**config.mk**
```make
export PLATFORM = sky130hd
export DESIGN_NAME = lcd_write_sequencer_flat
export DESIGN_NICKNAME = d
export VERILOG_FILES = /design/src/rtl/lcd_write_sequencer_if.sv /design/src/rtl/lcd_write_sequencer.sv /design/src/flat_wrapper.sv
export SDC_FILE = /design/constraint.sdc
export NUM_CORES = 1
export LEC_CHECK = 0
export ABC_AREA = 1
export CORE_ASPECT_RATIO = 0.8
export CORE_MARGIN = 8
export CORE_UTILIZATION = 54
export CTS_CLUSTER_DIAMETER = 150
export DETAILED_ROUTE_END_ITERATION = 10
export PLACE_DENSITY = 0.87
export SYNTH_ARGS = -nofsm -noshare
export SYNTH_HDL_FRONTEND = slang
export SYNTH_SLANG_ARGS = --single-unit
```
**constraint.sdc**
```tcl
create_clock -name clk -period 2.2 [get_ports clk]
set_input_delay 0.22 -clock clk [delete_from_list [all_inputs] [get_ports clk]]
set_output_delay 0.22 -clock clk [all_outputs]
set_load 0.03 [all_outputs]
```
**src/rtl/lcd_write_sequencer_if.sv**
```systemverilog
// Requester-side handshake plus LCD pin bundle for the HD44780 write sequencer.
// Handshake: a request transfers on a rising clk edge where req_valid and
// req_ready are both high; req_rs/req_data/req_nibble are sampled on that
// edge only. req_ready is high only while the sequencer is idle, and a
// requester may hold req_valid high across busy cycles (it is not queued).
interface lcd_write_sequencer_if;
  logic       req_valid;
  logic       req_ready;
  logic       req_rs;
  logic [7:0] req_data;
  logic       req_nibble;
  logic       lcd_rs;
  logic       lcd_rw;
  logic       lcd_e;
  logic [7:0] lcd_db;
  logic       done;
  logic [2:0] dbg_state;

  // Requester (command/init FSMs, or a bench)
  modport master (
    output req_valid, req_rs, req_data, req_nibble,
    input  req_ready, lcd_rs, lcd_rw, lcd_e, lcd_db, done, dbg_state
  );

  // The sequencer itself
  modport slave (
    input  req_valid, req_rs, req_data, req_nibble,
    output req_ready, lcd_rs, lcd_rw, lcd_e, lcd_db, done, dbg_state
  );
endinterface

```
**src/rtl/lcd_write_sequencer.sv**
```systemverilog
// One HD44780 bus write per request: RS/DB setup, E pulse, hold, optional
// second nibble in 4-bit mode, then the command execution wait. A single
// down-counter times every phase; it is loaded with (length - 1) on phase
// entry and the phase ends on the edge where it reads zero.
module lcd_write_sequencer #(
  parameter bit          FOUR_BIT = 1'b0,
  parameter int unsigned TSU      = 2,
  parameter int unsigned TPW      = 12,
  parameter int unsigned THOLD    = 2,
  parameter int unsigned TEXEC    = 1850,
  parameter int unsigned TCLR     = 76000
) (
  input  logic                  clk,
  input  logic                  rst,
  lcd_write_sequencer_if.slave  bus
);

  localparam int CW = (TCLR > 1) ? $clog2(TCLR) : 1;

  localparam logic [CW-1:0] TSU_M1   = CW'(TSU - 1);
  localparam logic [CW-1:0] TPW_M1   = CW'(TPW - 1);
  localparam logic [CW-1:0] THOLD_M1 = CW'(THOLD - 1);
  localparam logic [CW-1:0] TEXEC_M1 = CW'(TEXEC - 1);
  localparam logic [CW-1:0] TCLR_M1  = CW'(TCLR - 1);

  typedef enum logic [2:0] {
    S_IDLE      = 3'd0,
    S_SETUP     = 3'd1,
    S_E_HIGH    = 3'd2,
    S_HOLD      = 3'd3,
    S_EXEC_WAIT = 3'd4
  } state_t;

  state_t        state_q,  state_d;
  logic [CW-1:0] cnt_q,    cnt_d;
  logic [3:0]    lo_q,     lo_d;      // low nibble kept for the second strobe
  logic          nibble_q, nibble_d;  // single-strobe request (4-bit mode only)
  logic          second_q, second_d;  // currently sending the second nibble
  logic          long_q,   long_d;    // Clear Display / Return Home wait
  logic          lcd_e_q,  lcd_e_d;
  logic          lcd_rs_q, lcd_rs_d;
  logic [7:0]    lcd_db_q, lcd_db_d;
  logic          done_q,   done_d;

  // Next-state and next-output computation for the whole write sequence
  always_comb begin
    state_d  = state_q;
    cnt_d    = cnt_q;
    lo_d     = lo_q;
    nibble_d = nibble_q;
    second_d = second_q;
    long_d   = long_q;
    lcd_e_d  = lcd_e_q;
    lcd_rs_d = lcd_rs_q;
    lcd_db_d = lcd_db_q;
    done_d   = 1'b0;

    case (state_q)
      S_IDLE: begin
        if (bus.req_valid) begin
          state_d  = S_SETUP;
          cnt_d    = TSU_M1;
          lo_d     = bus.req_data[3:0];
          nibble_d = FOUR_BIT & bus.req_nibble;
          second_d = 1'b0;
          // 0x01..0x03 as an instruction: Clear Display / Return Home
          long_d   = ~bus.req_rs && (bus.req_data[7:2] == 6'd0) && (bus.req_data != 8'd0);
          lcd_rs_d = bus.req_rs;
          lcd_db_d = FOUR_BIT ? {bus.req_data[7:4], 4'b0000} : bus.req_data;
        end
      end
      S_SETUP: begin
        if (cnt_q == '0) begin
          state_d = S_E_HIGH;
          cnt_d   = TPW_M1;
          lcd_e_d = 1'b1;
        end else begin
          cnt_d = cnt_q - 1'b1;
        end
      end
      S_E_HIGH: begin
        if (cnt_q == '0) begin
          state_d = S_HOLD;
          cnt_d   = THOLD_M1;
          lcd_e_d = 1'b0;
        end else begin
          cnt_d = cnt_q - 1'b1;
        end
      end
      S_HOLD: begin
        if (cnt_q == '0) begin
          if (FOUR_BIT && !second_q && !nibble_q) begin
            state_d  = S_SETUP;
            cnt_d    = TSU_M1;
            second_d = 1'b1;
            lcd_db_d = {lo_q, 4'b0000};
          end else begin
            state_d = S_EXEC_WAIT;
            cnt_d   = long_q ? TCLR_M1 : TEXEC_M1;
          end
        end else begin
          cnt_d = cnt_q - 1'b1;
        end
      end
      S_EXEC_WAIT: begin
        if (cnt_q == '0) begin
          state_d = S_IDLE;
          done_d  = 1'b1;
        end else begin
          cnt_d = cnt_q - 1'b1;
        end
      end
      default: begin
        state_d = S_IDLE;
        cnt_d   = '0;
        lcd_e_d = 1'b0;
      end
    endcase
  end

  // State, counter and registered pin outputs; reset drops E immediately
  always_ff @(posedge clk or posedge rst) begin
    if (rst) begin
      state_q  <= S_IDLE;
      cnt_q    <= '0;
      lo_q     <= 4'd0;
      nibble_q <= 1'b0;
      second_q <= 1'b0;
      long_q   <= 1'b0;
      lcd_e_q  <= 1'b0;
      lcd_rs_q <= 1'b0;
      lcd_db_q <= 8'd0;
      done_q   <= 1'b0;
    end else begin
      state_q  <= state_d;
      cnt_q    <= cnt_d;
      lo_q     <= lo_d;
      nibble_q <= nibble_d;
      second_q <= second_d;
      long_q   <= long_d;
      lcd_e_q  <= lcd_e_d;
      lcd_rs_q <= lcd_rs_d;
      lcd_db_q <= lcd_db_d;
      done_q   <= done_d;
    end
  end

  assign bus.req_ready = (state_q == S_IDLE);
  assign bus.lcd_rs    = lcd_rs_q;
  assign bus.lcd_rw    = 1'b0;
  assign bus.lcd_e     = lcd_e_q;
  assign bus.lcd_db    = lcd_db_q;
  assign bus.done      = done_q;
  assign bus.dbg_state = state_q;

endmodule

```
**src/flat_wrapper.sv**
```systemverilog
// flat-port wrapper written by rule: the top's interface ports become plain ports
module lcd_write_sequencer_flat 
#(
  parameter bit          FOUR_BIT = 1'b0,
  parameter int unsigned TSU      = 2,
  parameter int unsigned TPW      = 12,
  parameter int unsigned THOLD    = 2,
  parameter int unsigned TEXEC    = 1850,
  parameter int unsigned TCLR     = 76000
)
  (clk, rst, bus_req_valid, bus_req_rs, bus_req_data, bus_req_nibble, bus_req_ready, bus_lcd_rs, bus_lcd_rw, bus_lcd_e, bus_lcd_db, bus_done, bus_dbg_state);
  lcd_write_sequencer_if bus_i ();
  input  logic clk;
  input  logic rst;
  input wire logic [$bits(bus_i.req_valid)-1:0] bus_req_valid;
  input wire logic [$bits(bus_i.req_rs)-1:0] bus_req_rs;
  input wire logic [$bits(bus_i.req_data)-1:0] bus_req_data;
  input wire logic [$bits(bus_i.req_nibble)-1:0] bus_req_nibble;
  output wire logic [$bits(bus_i.req_ready)-1:0] bus_req_ready;
  output wire logic [$bits(bus_i.lcd_rs)-1:0] bus_lcd_rs;
  output wire logic [$bits(bus_i.lcd_rw)-1:0] bus_lcd_rw;
  output wire logic [$bits(bus_i.lcd_e)-1:0] bus_lcd_e;
  output wire logic [$bits(bus_i.lcd_db)-1:0] bus_lcd_db;
  output wire logic [$bits(bus_i.done)-1:0] bus_done;
  output wire logic [$bits(bus_i.dbg_state)-1:0] bus_dbg_state;
  assign bus_i.req_valid = bus_req_valid;
  assign bus_i.req_rs = bus_req_rs;
  assign bus_i.req_data = bus_req_data;
  assign bus_i.req_nibble = bus_req_nibble;
  assign bus_req_ready = bus_i.req_ready;
  assign bus_lcd_rs = bus_i.lcd_rs;
  assign bus_lcd_rw = bus_i.lcd_rw;
  assign bus_lcd_e = bus_i.lcd_e;
  assign bus_lcd_db = bus_i.lcd_db;
  assign bus_done = bus_i.done;
  assign bus_dbg_state = bus_i.dbg_state;
  lcd_write_sequencer #(.FOUR_BIT(FOUR_BIT), .TSU(TSU), .TPW(TPW), .THOLD(THOLD), .TEXEC(TEXEC), .TCLR(TCLR)) u_core (.clk(clk), .rst(rst), .bus(bus_i));
endmodule
```
==> metrics.log <==
[metrics] run status: complete, no violations
[metrics] path depth of the worst reg2reg path: 8
[metrics] crit path cell chain: nor2_1 > inv_2 > nor2_4 > clkdlybuf4s50_1
[metrics] post-synthesis instance area: 2040 um^2
[metrics] pins over their slew limit: 0
[metrics] largest net degree at the start of global routing: 33
[metrics] area of the die: 6010 um^2
[metrics] critical path fanouts, max: 8
[metrics] Routed Antenna Nets: 0
[metrics] Final nets: 304
[metrics] Post-Route Hold Slack: 319 ps
[metrics] RSZ-0062 raised after global routing: no
[metrics] final hold violation count: 0
[metrics] count of unique library cells instantiated by Yosys: 35
[metrics] DRC violation count after routing: 0
[metrics] overall via count from detail_route: 1,732
[metrics] pwr/cell area: 532 nW/um^2
[metrics] horizontal extent of the die: 84.7 um
[metrics] number of iterations in the first detailed-routing pass: 4
[metrics] iteration-0 DRC count of the detailed router: 111
[metrics] top post-synthesis cells by area: dfrtp_1 39%, nand2_1 16%, inv_1 4.6%
[metrics] Post-Route Setup TNS: 0 ps
[metrics] critical path data arrival time: 1830 ps
[metrics] CTS H-Tree Depth: 2
[metrics] post-DP HPWL: 3290 um
[metrics] post-synth top area share: 0.393
[metrics] commonest cells after routing, fill and taps aside: 86 x nand2_1, 32 x dfrtp_1, 26 x clkdlybuf4s50_1, 25 x inv_1, 20 x nor2_1
[metrics] most common library cell in the layout ignoring fill and taps: nand2_1
[metrics] setup skew after layout: 5.57 ps
[metrics] Setup violations, final: 0
[metrics] CTS tree: done
[metrics] global-route wire length before repair: 7670 um
[metrics] largest area contributor in the synthesized netlist: dfrtp_1
[metrics] category of the worst setup path capture point: output port
[metrics] placeable core region: 3700 um^2
[metrics] Die Ht: 70.9 um
[metrics] Slowest Stage Delay on Critical Path: 690 ps
[metrics] maximum number of buffers from clock root to sink: 2
[metrics] Leak: 1.14 nW
[metrics] Num CTS Buffers: 5
[metrics] start-to-end type of the worst setup path: register to output port
[metrics] Synth Register Bits: 32
[metrics] Wirelength per Cell: 12.9 um
[metrics] synthesized instance count: 260
[metrics] Clock transition at path regs: 70 ps
[metrics] # port buffers: 26
[metrics] number of filler instances in the final layout: 308
[metrics] sum of routed wire length over all layers: 4340 um
[metrics] sink count of the clock tree: 32
[metrics] number of nets in the synthesized netlist: 274
[metrics] category of the worst setup path launch point: register
[metrics] final cycle utilization of the critical path: 0.932
[metrics] post-CTS setup buffer count: 0
[metrics] number of warnings issued by yosys: 0
[metrics] share of post-route cells with drive strength above 1: 0.162
[metrics] source of the worst register-to-register timing path: u_core.cnt_q[0]
[metrics] post-cts resize count: 0
[metrics] overflow left after global routing: 0
[metrics] routability congestion estimate from global placement: 0.935
[metrics] Post-CTS Hold Buffers: 0
[metrics] vias in the first global route: 1,682
[metrics] root buf cell: clkbuf_8
[metrics] post-synthesis to final-layout area growth: 19.8%
[metrics] all-layer global routing usage: 0.159
[metrics] Reg2Reg Capture Point: u_core.cnt_q[6]
[metrics] syn_area_per_cell: 7.83 um^2
[metrics] share of synthesized area occupied by flip-flops and latches: 0.393
[metrics] standard-cell row count: 20
[metrics] type of the tightest min-delay check: primary input to async pin
[metrics] initial standard-cell utilization of the core: 0.550
[metrics] I/O Pins: 29
[metrics] Max Cap Viol: 0
[metrics] antenna violations before repair: 0
[metrics] Fmax achieved: 488 MHz
[metrics] minimum setup slack among reg-to-reg paths: 340 ps
[metrics] CP Data Required Time: 1980 ps
[metrics] library cell contributing the largest single delay on the critical path: clkdlybuf4s50_1
[metrics] clk_lat worst skew: 280 ps
[metrics] post-layout minimum cycle time: 2050 ps
[metrics] via count normalized by instance count: 5.17
[metrics] number of inserted diodes: 0
[metrics] peak ir drop on the vdd network: 0.000283 V
[worst max-delay path by stage]
| stage | start | to | depth (start not counted) |
|---|---|---|---|
| floorplan | u_core.bus.dbg_state[2] | u_core.bus.lcd_db[6] | 9 |
| global placement | u_core.cnt_q[0] | u_core.cnt_q[13] | 9 |
| detailed placement | u_core.cnt_q[0] | u_core.cnt_q[7] | 8 |
| CTS | u_core.bus.dbg_state[2] | bus_req_ready | 4 |
| global route | u_core.bus.dbg_state[2] | bus_req_ready | 4 |
| finish | u_core.bus.dbg_state[2] | bus_req_ready | 4 |
[worst max-delay path, delay by kind of cell (launching register included)]
family                 cells  cell delay [ps]
buffers and inverters      2              760
flip-flops                 1              480
AND/OR/NAND/NOR            2              290
[state kept, by name, summed over array words and instances, names as in the netlist]
name                  cells
u_core.cnt_q             17
u_core.bus.lcd_db         8
u_core.bus.dbg_state      3
u_core.bus.done           1
u_core.bus.lcd_e          1
u_core.bus.lcd_rs         1
u_core.long_q             1
[stage by stage]
step	power [mW]	std cells	cell area (um^2)	setup WS, ps	util
after detailed placement	0.702	327	2310	391	0.625
after floorplan	0.656	260	2040	483	-
after CTS	1.32	335	2440	120	0.659
final	1.30	335	2440	150	0.659
after global routing	1.36	335	2440	59.2	0.659
after global placement	0.700	327	2310	419	0.625
[synthesized netlist by cell type, drive strengths merged]
| cell type | number |
|---|---|
| nor3 | 4 |
| xor2 | 5 |
| ha | 1 |
| nor4 | 1 |
| buf | 4 |
| xnor2 | 6 |
| inv | 32 |
| nand2 | 93 |
| o22ai | 3 |
| conb | 1 |
| nor2 | 33 |
| nand3b | 1 |
| o211ai | 6 |
| o2111ai | 1 |
| a21oi | 5 |
| nand4 | 5 |
| dfrtp | 32 |
| o21ai | 11 |
| nand3 | 16 |
[layer usage]
metal,share of wire,track usage,vias to the layer above
li1,-,-,882
met5,0,0,-
met4,0.016,0.0669,0
met3,0.039,0.0405,8
met1,0.47,0.200,813
met2,0.47,0.255,29
[cell type report]
type	instances	area, um^2	area share
clock buffer	7	96.3	0.0395
clock inverter	1	30.0	0.0123
inverter	32	123	0.0503
multi-input combinational	192	1070	0.437
sequential	32	801	0.328
tap	44	55.1	0.0226
timing repair buffer	27	268	0.110
[where the power goes]
| group | internal [mW] | switching, mW | total, mW | leakage, nW |
|---|---|---|---|---|
| Combinational | 0.0376 | 0.0472 | 0.0848 | 0.704 |
| Sequential | 0.598 | 0.00583 | 0.604 | 0.368 |
| Clock | 0.399 | 0.210 | 0.610 | 0.0645 |
[kinds of logic (layout without fill, tap and decap cells)]
family | count (synthesis) | in the layout | synth area share
fa+ha+maj | 1 | 1 | 0.00614
other cells | 1 | 1 | 0.00184
simple gates | 153 | 153 | 0.381
xor+xnor | 11 | 11 | 0.0473
buf+inv | 36 | 67 | 0.0829
compound gates | 26 | 26 | 0.0878
flops | 32 | 32 | 0.393
No activity file was read; power rests on OpenSTA's default activity.
